[src/rtl/instr_sequencer_pkg.sv]
// rv_ctrl_pkg: shared constants for the instruction sequencer.
// Holds RV32 opcode/funct constants, the alu_control encodings driven toward
// the datapath, the sequencer state enum, instruction field bit positions and
// the branch-immediate extraction helper.
package rv_ctrl_pkg;

  // Major opcodes
  localparam logic [6:0] OP_RTYPE  = 7'b0110011;
  localparam logic [6:0] OP_BRANCH = 7'b1100011;
  localparam logic [6:0] OP_SYSTEM = 7'b1110011;

  // funct3 / funct7 values
  localparam logic [2:0] F3_BEQ  = 3'b000;
  localparam logic [2:0] F3_BNE  = 3'b001;
  localparam logic [6:0] F7_BASE = 7'b0000000;
  localparam logic [6:0] F7_ALT  = 7'b0100000;

  // alu_control encodings understood by the datapath
  localparam logic [3:0] ALU_AND  = 4'b0000;
  localparam logic [3:0] ALU_OR   = 4'b0001;
  localparam logic [3:0] ALU_ADD  = 4'b0010;
  localparam logic [3:0] ALU_XOR  = 4'b0011;
  localparam logic [3:0] ALU_SLL  = 4'b0100;
  localparam logic [3:0] ALU_SRL  = 4'b0101;
  localparam logic [3:0] ALU_SUB  = 4'b0110;
  localparam logic [3:0] ALU_SLT  = 4'b0111;
  localparam logic [3:0] ALU_SRA  = 4'b1000;
  localparam logic [3:0] ALU_SLTU = 4'b1001;

  // Instruction field LSB positions
  localparam int OPC_LSB = 0;
  localparam int RD_LSB  = 7;
  localparam int F3_LSB  = 12;
  localparam int RS1_LSB = 15;
  localparam int RS2_LSB = 20;
  localparam int F7_LSB  = 25;

  typedef enum logic [2:0] {
    ST_IDLE,
    ST_FETCH,
    ST_DECODE,
    ST_EXECUTE,
    ST_HALT
  } state_t;

  // B-type immediate, 13 bits with the implicit zero LSB; caller sign-extends.
  function automatic logic [12:0] branch_imm(input logic [31:0] instr);
    return {instr[31], instr[7], instr[30:25], instr[11:8], 1'b0};
  endfunction

endpackage

[src/rtl/instr_sequencer_if.sv]
// instr_sequencer_if: instruction-memory request/acknowledge port.
//   req   - fetch request (sequencer -> memory)
//   addr  - fetch address, PC_W bits (sequencer -> memory)
//   ack   - instruction word valid this cycle (memory -> sequencer)
//   rdata - 32-bit instruction word (memory -> sequencer)
interface instr_sequencer_if #(
  parameter int PC_W = 32
);
  logic            req;
  logic [PC_W-1:0] addr;
  logic            ack;
  logic [31:0]     rdata;

  modport master (output req, output addr, input ack, input rdata);
  modport slave  (input req, input addr, output ack, output rdata);
endinterface

[src/rtl/instr_sequencer_alu_decoder.sv]
// alu_decoder: combinational (opcode, funct3, funct7) -> {alu_control, legal}.
//   opcode/funct3/funct7 in - fields of the held instruction register
//   alu_control          out - datapath ALU operation (ADD when not decoded)
//   legal                out - instruction is a supported R-type, BEQ or BNE
// SYSTEM opcodes report legal=0; the sequencer treats them as a clean halt.
module alu_decoder
  import rv_ctrl_pkg::*;
(
  input  logic [6:0] opcode,
  input  logic [2:0] funct3,
  input  logic [6:0] funct7,
  output logic [3:0] alu_control,
  output logic       legal
);

  always_comb begin
    alu_control = ALU_ADD;
    legal       = 1'b0;
    case (opcode)
      OP_RTYPE: begin
        legal = 1'b1;
        case ({funct7, funct3})
          {F7_BASE, 3'b000}: alu_control = ALU_ADD;
          {F7_ALT,  3'b000}: alu_control = ALU_SUB;
          {F7_BASE, 3'b111}: alu_control = ALU_AND;
          {F7_BASE, 3'b110}: alu_control = ALU_OR;
          {F7_BASE, 3'b100}: alu_control = ALU_XOR;
          {F7_BASE, 3'b001}: alu_control = ALU_SLL;
          {F7_BASE, 3'b101}: alu_control = ALU_SRL;
          {F7_ALT,  3'b101}: alu_control = ALU_SRA;
          {F7_BASE, 3'b010}: alu_control = ALU_SLT;
          {F7_BASE, 3'b011}: alu_control = ALU_SLTU;
          default:           legal = 1'b0;
        endcase
      end
      OP_BRANCH: begin
        // The branch compares rs1-rs2 and resolves on zero_flag.
        if (funct3 == F3_BEQ || funct3 == F3_BNE) begin
          alu_control = ALU_SUB;
          legal       = 1'b1;
        end
      end
      default: ;
    endcase
  end

endmodule

[src/rtl/instr_sequencer.sv]
// instr_sequencer: multi-cycle PC/control owner for a register-file/ALU datapath.
// Fetches over a req/ack memory port, decodes R-type and BEQ/BNE, sequences
// the datapath controls and resolves branches from zero_flag.
//   clock, reset      - single clock, synchronous active-high reset
//   start             - leaves IDLE, or restarts from RESET_PC out of HALT
//   imem              - instruction fetch port (master side)
//   read_reg_num1/2   - rs1/rs2 from ir; write_reg - rd from ir
//   alu_control       - ALU op; regwrite - one-cycle write enable in EXECUTE
//   zero_flag         - datapath ALU result == 0
//   pc, busy, halted, illegal (sticky), instret (retired count)
// Every datapath control is decoded from registered state/ir only.
module instr_sequencer
  import rv_ctrl_pkg::*;
#(
  parameter int              PC_W     = 32,
  parameter logic [PC_W-1:0] RESET_PC = '0
) (
  input  logic              clock,
  input  logic              reset,
  input  logic              start,
  instr_sequencer_if.master imem,
  output logic [4:0]        read_reg_num1,
  output logic [4:0]        read_reg_num2,
  output logic [4:0]        write_reg,
  output logic [3:0]        alu_control,
  output logic              regwrite,
  input  logic              zero_flag,
  output logic [PC_W-1:0]   pc,
  output logic              busy,
  output logic              halted,
  output logic              illegal,
  output logic [31:0]       instret
);

  localparam int EXT_W = PC_W - 13;

  state_t          state_reg, state_next;
  logic [PC_W-1:0] pc_reg, pc_next;
  logic [31:0]     ir_reg, ir_next;
  logic [31:0]     instret_reg, instret_next;
  logic            illegal_reg, illegal_next;

  logic [6:0]      opcode;
  logic [2:0]      funct3;
  logic [6:0]      funct7;
  logic [3:0]      dec_alu;
  logic            dec_legal;
  logic [12:0]     imm;
  logic [PC_W-1:0] pc_plus4;
  logic [PC_W-1:0] branch_target;
  logic            branch_taken;

  assign opcode = ir_reg[OPC_LSB +: 7];
  assign funct3 = ir_reg[F3_LSB +: 3];
  assign funct7 = ir_reg[F7_LSB +: 7];

  alu_decoder u_alu_decoder (
    .opcode      (opcode),
    .funct3      (funct3),
    .funct7      (funct7),
    .alu_control (dec_alu),
    .legal       (dec_legal)
  );

  // Target is formed from the branch's own pc, which is still in pc_reg
  // during EXECUTE; all arithmetic wraps at PC_W bits.
  assign imm           = branch_imm(ir_reg);
  assign pc_plus4      = pc_reg + {{(PC_W-3){1'b0}}, 3'b100};
  assign branch_target = pc_reg + {{EXT_W{imm[12]}}, imm};
  // funct3[0] distinguishes BNE from BEQ
  assign branch_taken  = funct3[0] ? ~zero_flag : zero_flag;

  always_ff @(posedge clock) begin
    if (reset) begin
      state_reg   <= ST_IDLE;
      pc_reg      <= RESET_PC;
      ir_reg      <= '0;
      instret_reg <= '0;
      illegal_reg <= 1'b0;
    end else begin
      state_reg   <= state_next;
      pc_reg      <= pc_next;
      ir_reg      <= ir_next;
      instret_reg <= instret_next;
      illegal_reg <= illegal_next;
    end
  end

  always_comb begin
    state_next   = state_reg;
    pc_next      = pc_reg;
    ir_next      = ir_reg;
    instret_next = instret_reg;
    illegal_next = illegal_reg;
    case (state_reg)
      ST_IDLE: begin
        if (start) state_next = ST_FETCH;
      end
      ST_FETCH: begin
        if (imem.ack) begin
          ir_next    = imem.rdata;
          state_next = ST_DECODE;
        end
      end
      ST_DECODE: begin
        if (opcode == OP_SYSTEM) begin
          state_next = ST_HALT;
        end else if (dec_legal) begin
          state_next = ST_EXECUTE;
        end else begin
          illegal_next = 1'b1;
          state_next   = ST_HALT;
        end
      end
      ST_EXECUTE: begin
        if (opcode == OP_BRANCH && branch_taken) begin
          if (branch_target[1]) begin
            // Misaligned target: stop without retiring or moving pc.
            illegal_next = 1'b1;
            state_next   = ST_HALT;
          end else begin
            pc_next      = branch_target;
            instret_next = instret_reg + 32'd1;
            state_next   = ST_FETCH;
          end
        end else begin
          pc_next      = pc_plus4;
          instret_next = instret_reg + 32'd1;
          state_next   = ST_FETCH;
        end
      end
      ST_HALT: begin
        if (start) begin
          illegal_next = 1'b0;
          pc_next      = RESET_PC;
          state_next   = ST_FETCH;
        end
      end
      default: state_next = ST_IDLE;
    endcase
  end

  assign imem.req      = (state_reg == ST_FETCH);
  assign imem.addr     = pc_reg;
  assign read_reg_num1 = ir_reg[RS1_LSB +: 5];
  assign read_reg_num2 = ir_reg[RS2_LSB +: 5];
  assign write_reg     = ir_reg[RD_LSB +: 5];
  assign alu_control   = dec_alu;
  // Only legal R-types reach EXECUTE with OP_RTYPE; writes to x0 are dropped.
  assign regwrite      = (state_reg == ST_EXECUTE) && (opcode == OP_RTYPE)
                         && (ir_reg[RD_LSB +: 5] != 5'd0);
  assign pc            = pc_reg;
  assign busy          = (state_reg == ST_FETCH) || (state_reg == ST_DECODE)
                         || (state_reg == ST_EXECUTE);
  assign halted        = (state_reg == ST_HALT);
  assign illegal       = illegal_reg;
  assign instret       = instret_reg;

endmodule

[src/flat_wrapper.sv]
// flat-port wrapper written by rule: the top's interface ports become plain ports
module instr_sequencer_flat import rv_ctrl_pkg::*;
#(
  parameter int              PC_W     = 32,
  parameter logic [PC_W-1:0] RESET_PC = '0
)
  (clock, reset, start, read_reg_num1, read_reg_num2, write_reg, alu_control, regwrite, zero_flag, pc, busy, halted, illegal, instret, imem_req, imem_addr, imem_ack, imem_rdata);
  instr_sequencer_if #(.PC_W(PC_W)) imem_i ();
  input  logic clock;
  input  logic reset;
  input  logic start;
  output logic [4:0] read_reg_num1;
  output logic [4:0] read_reg_num2;
  output logic [4:0] write_reg;
  output logic [3:0] alu_control;
  output logic regwrite;
  input  logic zero_flag;
  output logic [PC_W-1:0] pc;
  output logic busy;
  output logic halted;
  output logic illegal;
  output logic [31:0] instret;
  output wire logic [$bits(imem_i.req)-1:0] imem_req;
  output wire logic [$bits(imem_i.addr)-1:0] imem_addr;
  input wire logic [$bits(imem_i.ack)-1:0] imem_ack;
  input wire logic [$bits(imem_i.rdata)-1:0] imem_rdata;
  assign imem_req = imem_i.req;
  assign imem_addr = imem_i.addr;
  assign imem_i.ack = imem_ack;
  assign imem_i.rdata = imem_rdata;
  instr_sequencer #(.PC_W(PC_W), .RESET_PC(RESET_PC)) u_core (.clock(clock), .reset(reset), .start(start), .imem(imem_i), .read_reg_num1(read_reg_num1), .read_reg_num2(read_reg_num2), .write_reg(write_reg), .alu_control(alu_control), .regwrite(regwrite), .zero_flag(zero_flag), .pc(pc), .busy(busy), .halted(halted), .illegal(illegal), .instret(instret));
endmodule
[config.mk]
export PLATFORM = sky130hd
export DESIGN_NAME = instr_sequencer_flat
export DESIGN_NICKNAME = d
export VERILOG_FILES = /design/src/rtl/instr_sequencer_pkg.sv /design/src/rtl/instr_sequencer_if.sv /design/src/rtl/instr_sequencer_alu_decoder.sv /design/src/rtl/instr_sequencer.sv /design/src/flat_wrapper.sv
export SDC_FILE = /design/constraint.sdc
export NUM_CORES = 1
export LEC_CHECK = 0
export ABC_AREA = 1
export CORE_MARGIN = 2
export CORE_UTILIZATION = 40
export DETAILED_ROUTE_END_ITERATION = 8
export GPL_TIMING_DRIVEN = 1
export PLACE_DENSITY = 0.69
export SLEW_MARGIN = 10
export SYNTH_ARGS = -nofsm -noshare
export SYNTH_HDL_FRONTEND = slang
export SYNTH_HIERARCHICAL = 1
export SYNTH_SLANG_ARGS = --single-unit
[constraint.sdc]
create_clock -name clock -period 4.3 [get_ports clock]
set_input_delay 1.29 -clock clock [delete_from_list [all_inputs] [get_ports clock]]
set_output_delay 1.29 -clock clock [all_outputs]
set_load 0.01 [all_outputs]
==> results.ini, run 1 <==
[final_layout]
syn_to_final_growth_pct=20.8
drive_gt1_share_pct=4.25
final_area_sq_um=10000
antenna_cells=0
fin_cells=1801
fin_util_pct=49.4
nNetsFinal=1595

[route]
routed_wl_microns=25600
ant_nets=0
drtPass1Iterations=6
drc=0
drtIter0Drc=663
vias=9253
wl_per_cell_microns=14.2
viasPerCell=5.14

[logic_synthesis]
synthTopCellsByCount=423 x nand2_1, 193 x nor2_1, 188 x inv_1, 103 x nand3_1, 101 x a21oi_1
ys_ff_latch=98
seq_area_frac_synth_pct=23.6
netlist_area_sq_um=8300
synth_area_per_cell_sq_um=5.81
yosysUniqueCellTypes=52
synthFlopType=dfxtp_1
yosys_warnings=6
synth_edf_count=0
synth_most_common_cell=nand2_1
yosys-top-cells-area=dfxtp_1 24%, nand2_1 19%, nor2_1 8.7%
synth_largest_area_cell=dfxtp_1
synthCells=1430
yosysTopAreaCellShare_pct=23.6
async_reset_ff_share_pct=0

[pwr]
p_per_area_nw_per_um2=229
p_leak_nw=4.19
ir_drop_mv=0.276
power.total_mw=2.30

[critical_path]
critPathBufInv=3
worstPathArrival_ns=2.23
worstSetupPathType=reg2out
rr_startpoint=u_core/imem.addr[11]
crit_fanout=3
crit_required_ns=3.01
reg2reg_slack_ns=1.76
path_cells=inv_1, nand2_1, nor2_1, inv_1, a2111oi_0, clkdlybuf4s50_1
max_stage_delay_ns=0.64
crit_path_top_delay_cell=clkdlybuf4s50_1
critical-path-top-delay-family=buffers and inverters
cp-end-kind=primary output
crit_top_cell=inv_1
crit_path_start=u_core/state_reg[2]
cp-start-kind=register

[placed_design]
preCtsSetupSlack_ns=0.741
dp_cells=1785
gp_congestion=0.921
place_area_sq_um=9700
dp.final_hpwl_microns=19600
port_buffers=152

[timing]
drv_slew=0
hold_violations=0
setup_violations=0
max-slew-margin-rel_pct=64.2
layout_setup_ws_ns=0.782
rsz0062_at_grt=false
period_share_pct=81.8
max_freq_mhz=284
hold_slack_ns=0.509
setup_tns_ns=0
clock_skew_ns=0.00917
finalWorstPathRequiredPeriod_ns=3.52
worst_pin_slew_ns=0.535

[clocking]
post_cts_resized=0
clkTransAtPathRegs_ns=0.07
root_buffer=clkbuf_16
h-tree-depth=3
cts_setup_buffers=0
clockBufferDepth=2
clock_sinks=98
cts_buffers=9
holdBufCountCts=0
cts_tree=built
clock_latency_ns=0.35

[floorplanning]
die-area_sq_um=21900
initial_core_util_pct=40.9
die_w_microns=148
core_area_sq_um=20300
die_y_microns=148
rows=52
pin_count=157

[global_routing]
grt_start_max_net_pins=48
grtUsageMet3_pct=4.02
antenna_found_initial=0
grt-ovfl-total=0
track_usage_pct=23.1
grt.met2_usage_pct=39.1
grt.busiest_layer=met2
use_met1_pct=30.6
first_global_vias=8294
grt_first_pass_wirelength_microns=41200

[hold_path]
min_path_type=reg2reg
hp-start=u_core/instret[5]

[outcome]
status=complete, no violations

[job]
drv_cap=0

layout by cell type (no fill, tap or decap), types with 4 or more instances in the layout:
| master | netlist | routed |
|---|---|---|
| xor2_1 | 16 | 16 |
| xnor2_1 | 11 | 11 |
| ha_1 | 31 | 31 |
| o21bai_1 | 5 | 5 |
| inv_1 | 188 | 188 |
| inv_2 | 6 | 6 |
| clkdlybuf4s50_1 | 0 | 151 |
| nor2_2 | 9 | 9 |
| nor3_1 | 30 | 30 |
| o211ai_1 | 4 | 4 |
| nand3_1 | 103 | 103 |
| nor3b_1 | 4 | 4 |
| nand4_1 | 17 | 17 |
| nand2_1 | 423 | 423 |
| a21oi_1 | 101 | 101 |
| dfxtp_1 | 98 | 98 |
| nand2_2 | 8 | 8 |
| conb_1 | 1 | 5 |
| o21ai_0 | 59 | 59 |
| buf_4 | 50 | 10 |
| nor2_1 | 193 | 193 |
| clkbuf_16 | 0 | 9 |
layout make-up:
class                           instances  area, sq um
Timing Repair Buffer                  162         1590
Multi-Input combinational cell       1060         5080
Clock buffer                            9          225
Clock inverter                          7         98.8
Fill cell                            2197        10300
Sequential cell                        98         1960
Inverter                              195          732
Tap cell                              270          338
where the power goes:
part,total [mW],switching (mW),internal (mW)
Clock,0.901,0.385,0.516
Combinational,0.409,0.239,0.170
Sequential,0.988,0.0401,0.948
path summary, 6_finish.rpt:
| kind | end | depth (start not counted) |
|---|---|---|
| max reg2reg | u_core/imem.addr[28] | 11 |
| min | u_core/instret[5] | 2 |
| min reg2reg | u_core/instret[5] | 2 |
| max | regwrite | 6 |
cell families after synthesis:
| group | Yosys count | synth area share [%] |
|---|---|---|
| xor+xnor | 27 | 2.85 |
| other cells | 1 | 0.0452 |
| fa+ha+maj | 32 | 4.91 |
| flops | 98 | 23.6 |
| simple gates | 813 | 41.4 |
| buf+inv | 276 | 15.4 |
| compound gates | 183 | 11.7 |
per-layer routing:
| layer | vias to the layer above | part of all wire [%] | routed length (microns) |
|---|---|---|---|
| met3 | 24 | 7.1 | 1820 |
| met1 | 4209 | 45 | 11500 |
| li1 | 4675 | - | - |
| met5 | - | 0 | 0 |
| met4 | 0 | 1.5 | 376 |
| met2 | 345 | 46 | 11900 |
worst register-to-register path, delay by kind of cell (launching register included):
kind,cells,cell delay [ns]
flops,1,0.56
fa+ha+maj,1,0.39
buf+inv,1,0.05
simple gates,7,1.01
compound gates,2,0.37
(Power assumes the default switching activity.)
==> run 2: changes to the inputs <==
==> constraint.sdc (replaced) <==
create_clock -name clock -period 3.3 [get_ports clock]
set_input_delay 0.99 -clock clock [delete_from_list [all_inputs] [get_ports clock]]
set_output_delay 0.99 -clock clock [all_outputs]
set_load 0.01 [all_outputs]
==> results.ini, run 2 (synthesized netlist as in run 1, its figures left out) <==
[outcome]
status=complete, no violations

[critical_path]
worstSetupPathType=reg2out
cp-start-kind=register
reg2reg_slack_ns=0.81  ; -0.95 ns
crit_required_ns=2.31  ; -0.70 ns
rr_worst_depth=12  ; +1
reg2reg_to=u_core/imem.addr[29]
cp-end-kind=primary output
rr_startpoint=u_core/ir_reg[31]
crit_fanout=7  ; +4
worstPathArrival_ns=2.10  ; -0.13 ns

[timing]
clock_skew_ns=0.0109  ; +0.00176 ns
finalWorstPathRequiredPeriod_ns=3.09
worst_pin_slew_ns=0.574  ; +0.0387 ns
drv_slew=0  ; unchanged
hold_slack_ns=0.510  ; +0.000445 ns
rsz0062_at_grt=false
max_freq_mhz=324
period_share_pct=93.6
max-slew-margin-rel_pct=61.8  ; -2.4 points
setup_violations=0  ; unchanged
hold_violations=0  ; unchanged
setup_tns_ns=0  ; unchanged

[route]
viasPerCell=5.06  ; -1.5%
dr_wl_met3_microns=1710  ; -6.1%
wl_per_cell_microns=14.3  ; +1.1%
route.met2.wl_microns=11700  ; -1.5%
vias=9130  ; -1.3%
drtIter0Drc=671  ; +1.2%
drtPass1Iterations=5  ; -1
drc=0  ; unchanged
routed_wl_microns=25900  ; +1.3%
highest_layer=met4
ant_nets=0  ; unchanged
met1_length_microns=12100  ; +4.8%

[hold_path]
hold_depth=2  ; unchanged
min_path_type=reg2reg
hold_end=u_core/instret[29]
hp-start=u_core/instret[29]

[global_routing]
track_usage_pct=23.8  ; +0.75 points
first_global_vias=8535  ; +2.9%
grt_start_max_net_pins=52  ; +8.3%
grt_first_pass_wirelength_microns=42400  ; +2.8%
antenna_found_initial=0  ; unchanged
grt-ovfl-total=0  ; unchanged

[clocking]
cts_tree=built
root_buffer=clkbuf_16
clock_sinks=98  ; unchanged
clock_latency_ns=0.37  ; +0.02 ns
holdBufCountCts=0  ; unchanged
h-tree-depth=3  ; unchanged
clkTransAtPathRegs_ns=0.07  ; about the same
clockBufferDepth=2  ; unchanged
cts_buffers=9  ; unchanged

[final_layout]
antenna_cells=0  ; unchanged
final.fill_count=2125  ; -3.3%
seqCellArea_sq_um=1960  ; unchanged
fin_util_pct=49.5  ; +0.14 points
layout_common_cells=423 x nand2_1, 192 x nor2_1, 188 x inv_1, 150 x clkdlybuf4s50_1, 103 x nand3_1
syn_to_final_growth_pct=21.1
multi_input_area_sq_um=5080  ; about the same
final_common_cell=nand2_1
nNetsFinal=1598  ; +0.19%
drive_gt1_share_pct=4.50  ; +0.25 points

[pwr]
p_leak_nw=4.23  ; +0.82%
switchingPower_mw=0.897  ; +35%
power_frac_seq_pct=43.5  ; +0.5 points
p_per_area_nw_per_um2=294  ; +29%
ir_drop_mv=0.263  ; -4.8%
pwr-share-clk_pct=38.4  ; -0.8 points
swShare_pct=30.3  ; +1.4 points
p_int_mw=2.06  ; +26%
power_frac_comb_pct=18.1  ; +0.3 points

[placed_design]
port_buffers=152  ; unchanged
dp.final_hpwl_microns=20000  ; +2.1%
gp_congestion=0.950  ; +3.1%

[floorplanning]
die_w_microns=148  ; unchanged
die_y_microns=148  ; unchanged
initial_core_util_pct=40.9  ; unchanged
pin_count=157  ; unchanged
die-area_sq_um=21900  ; unchanged
rows=52  ; unchanged
core_area_sq_um=20300  ; unchanged

[job]
drv_cap=0  ; unchanged

[run 2: changes by cell type in the layout (fill, tap and decap cells not counted), sizes merged]
| cell | change |
|---|---|
| bufinv | -1 |
| dlymetal6s2s | +1 |
| clkinv | +1 |
| buf | +3 |
| clkdlybuf4s50 | -1 |
[run 2: routing by layer]
metal | global-route usage, % | vias up
li1 | - | 4679
met1 | 32.4 | 4105
met2 | 39.7 | 321
met3 | 3.31 | 25
met4 | 6.43 | 0
met5 | 0 | -
[run 2: worst max-delay path by stage]
stage | slack [ns] | end | startpoint
2_1_floorplan | 0.90 | alu_control[0] | u_core/ir_reg[31]
3_3_place_gp | 0.41 | u_core/illegal | zero_flag
3_5_place_dp | 0.38 | u_core/illegal | zero_flag
4_1_cts | 0.05 | regwrite | u_core/state_reg[2]
5_1_grt | 0.01 | alu_control[3] | u_core/ir_reg[12]
6_report | 0.21 | alu_control[0] | u_core/ir_reg[12]
[run 2: power groups by stage]
| stage | Combinational (mW) | Sequential [mW] | Clock [mW] |
|---|---|---|---|
| finish | 0.537 | 1.29 | 1.14 |
| global route | 0.601 | 1.30 | 1.21 |
| CTS | 0.536 | 1.29 | 1.17 |
| detailed placement | 0.533 | 1.31 | 0 |
| global placement | 0.530 | 1.31 | 0 |
| floorplan | 0.367 | 1.31 | 0 |
[run 2: through the flow]
step	worst slack, ns	std cells	power, mW	instance area [sq um]
2_1_floorplan	0.899	1434	1.67	8320
3_3_place_gp	0.414	1788	1.84	9740
6_report	0.212	1804	2.96	10100
4_1_cts	0.0469	1804	2.99	10100
3_5_place_dp	0.379	1788	1.85	9740
5_1_grt	0.0116	1804	3.11	10100
[run 2: layout make-up]
class | instances | area share (%)
Multi-Input combinational cell | 1060 | 50.6
Tap cell | 270 | 3.36
Inverter | 195 | 7.28
Clock inverter | 7 | 0.846
Sequential cell | 98 | 19.5
Clock buffer | 9 | 2.24
Timing Repair Buffer | 165 | 16.2
[run 2: what timing repair did]
action / 4_1_cts / 5_1_grt
setup buffers: 0 / 0
gates cloned: 0 / 0
endpoints found under the setup margin: 1 / 1
resized for setup: 1 / 2
[run 2: worst max-delay path, cell delays in order (launching register included)]
cell and delay (ns):
dfxtp_1 0.48, nand2_2 0.12, nor2_2 0.14, nand3_1 0.12, nand2_2 0.09, nor2_2 0.05, nand3_2 0.06, nand2_2 0.05
nor2_1 0.09, clkdlybuf4s50_1 0.53
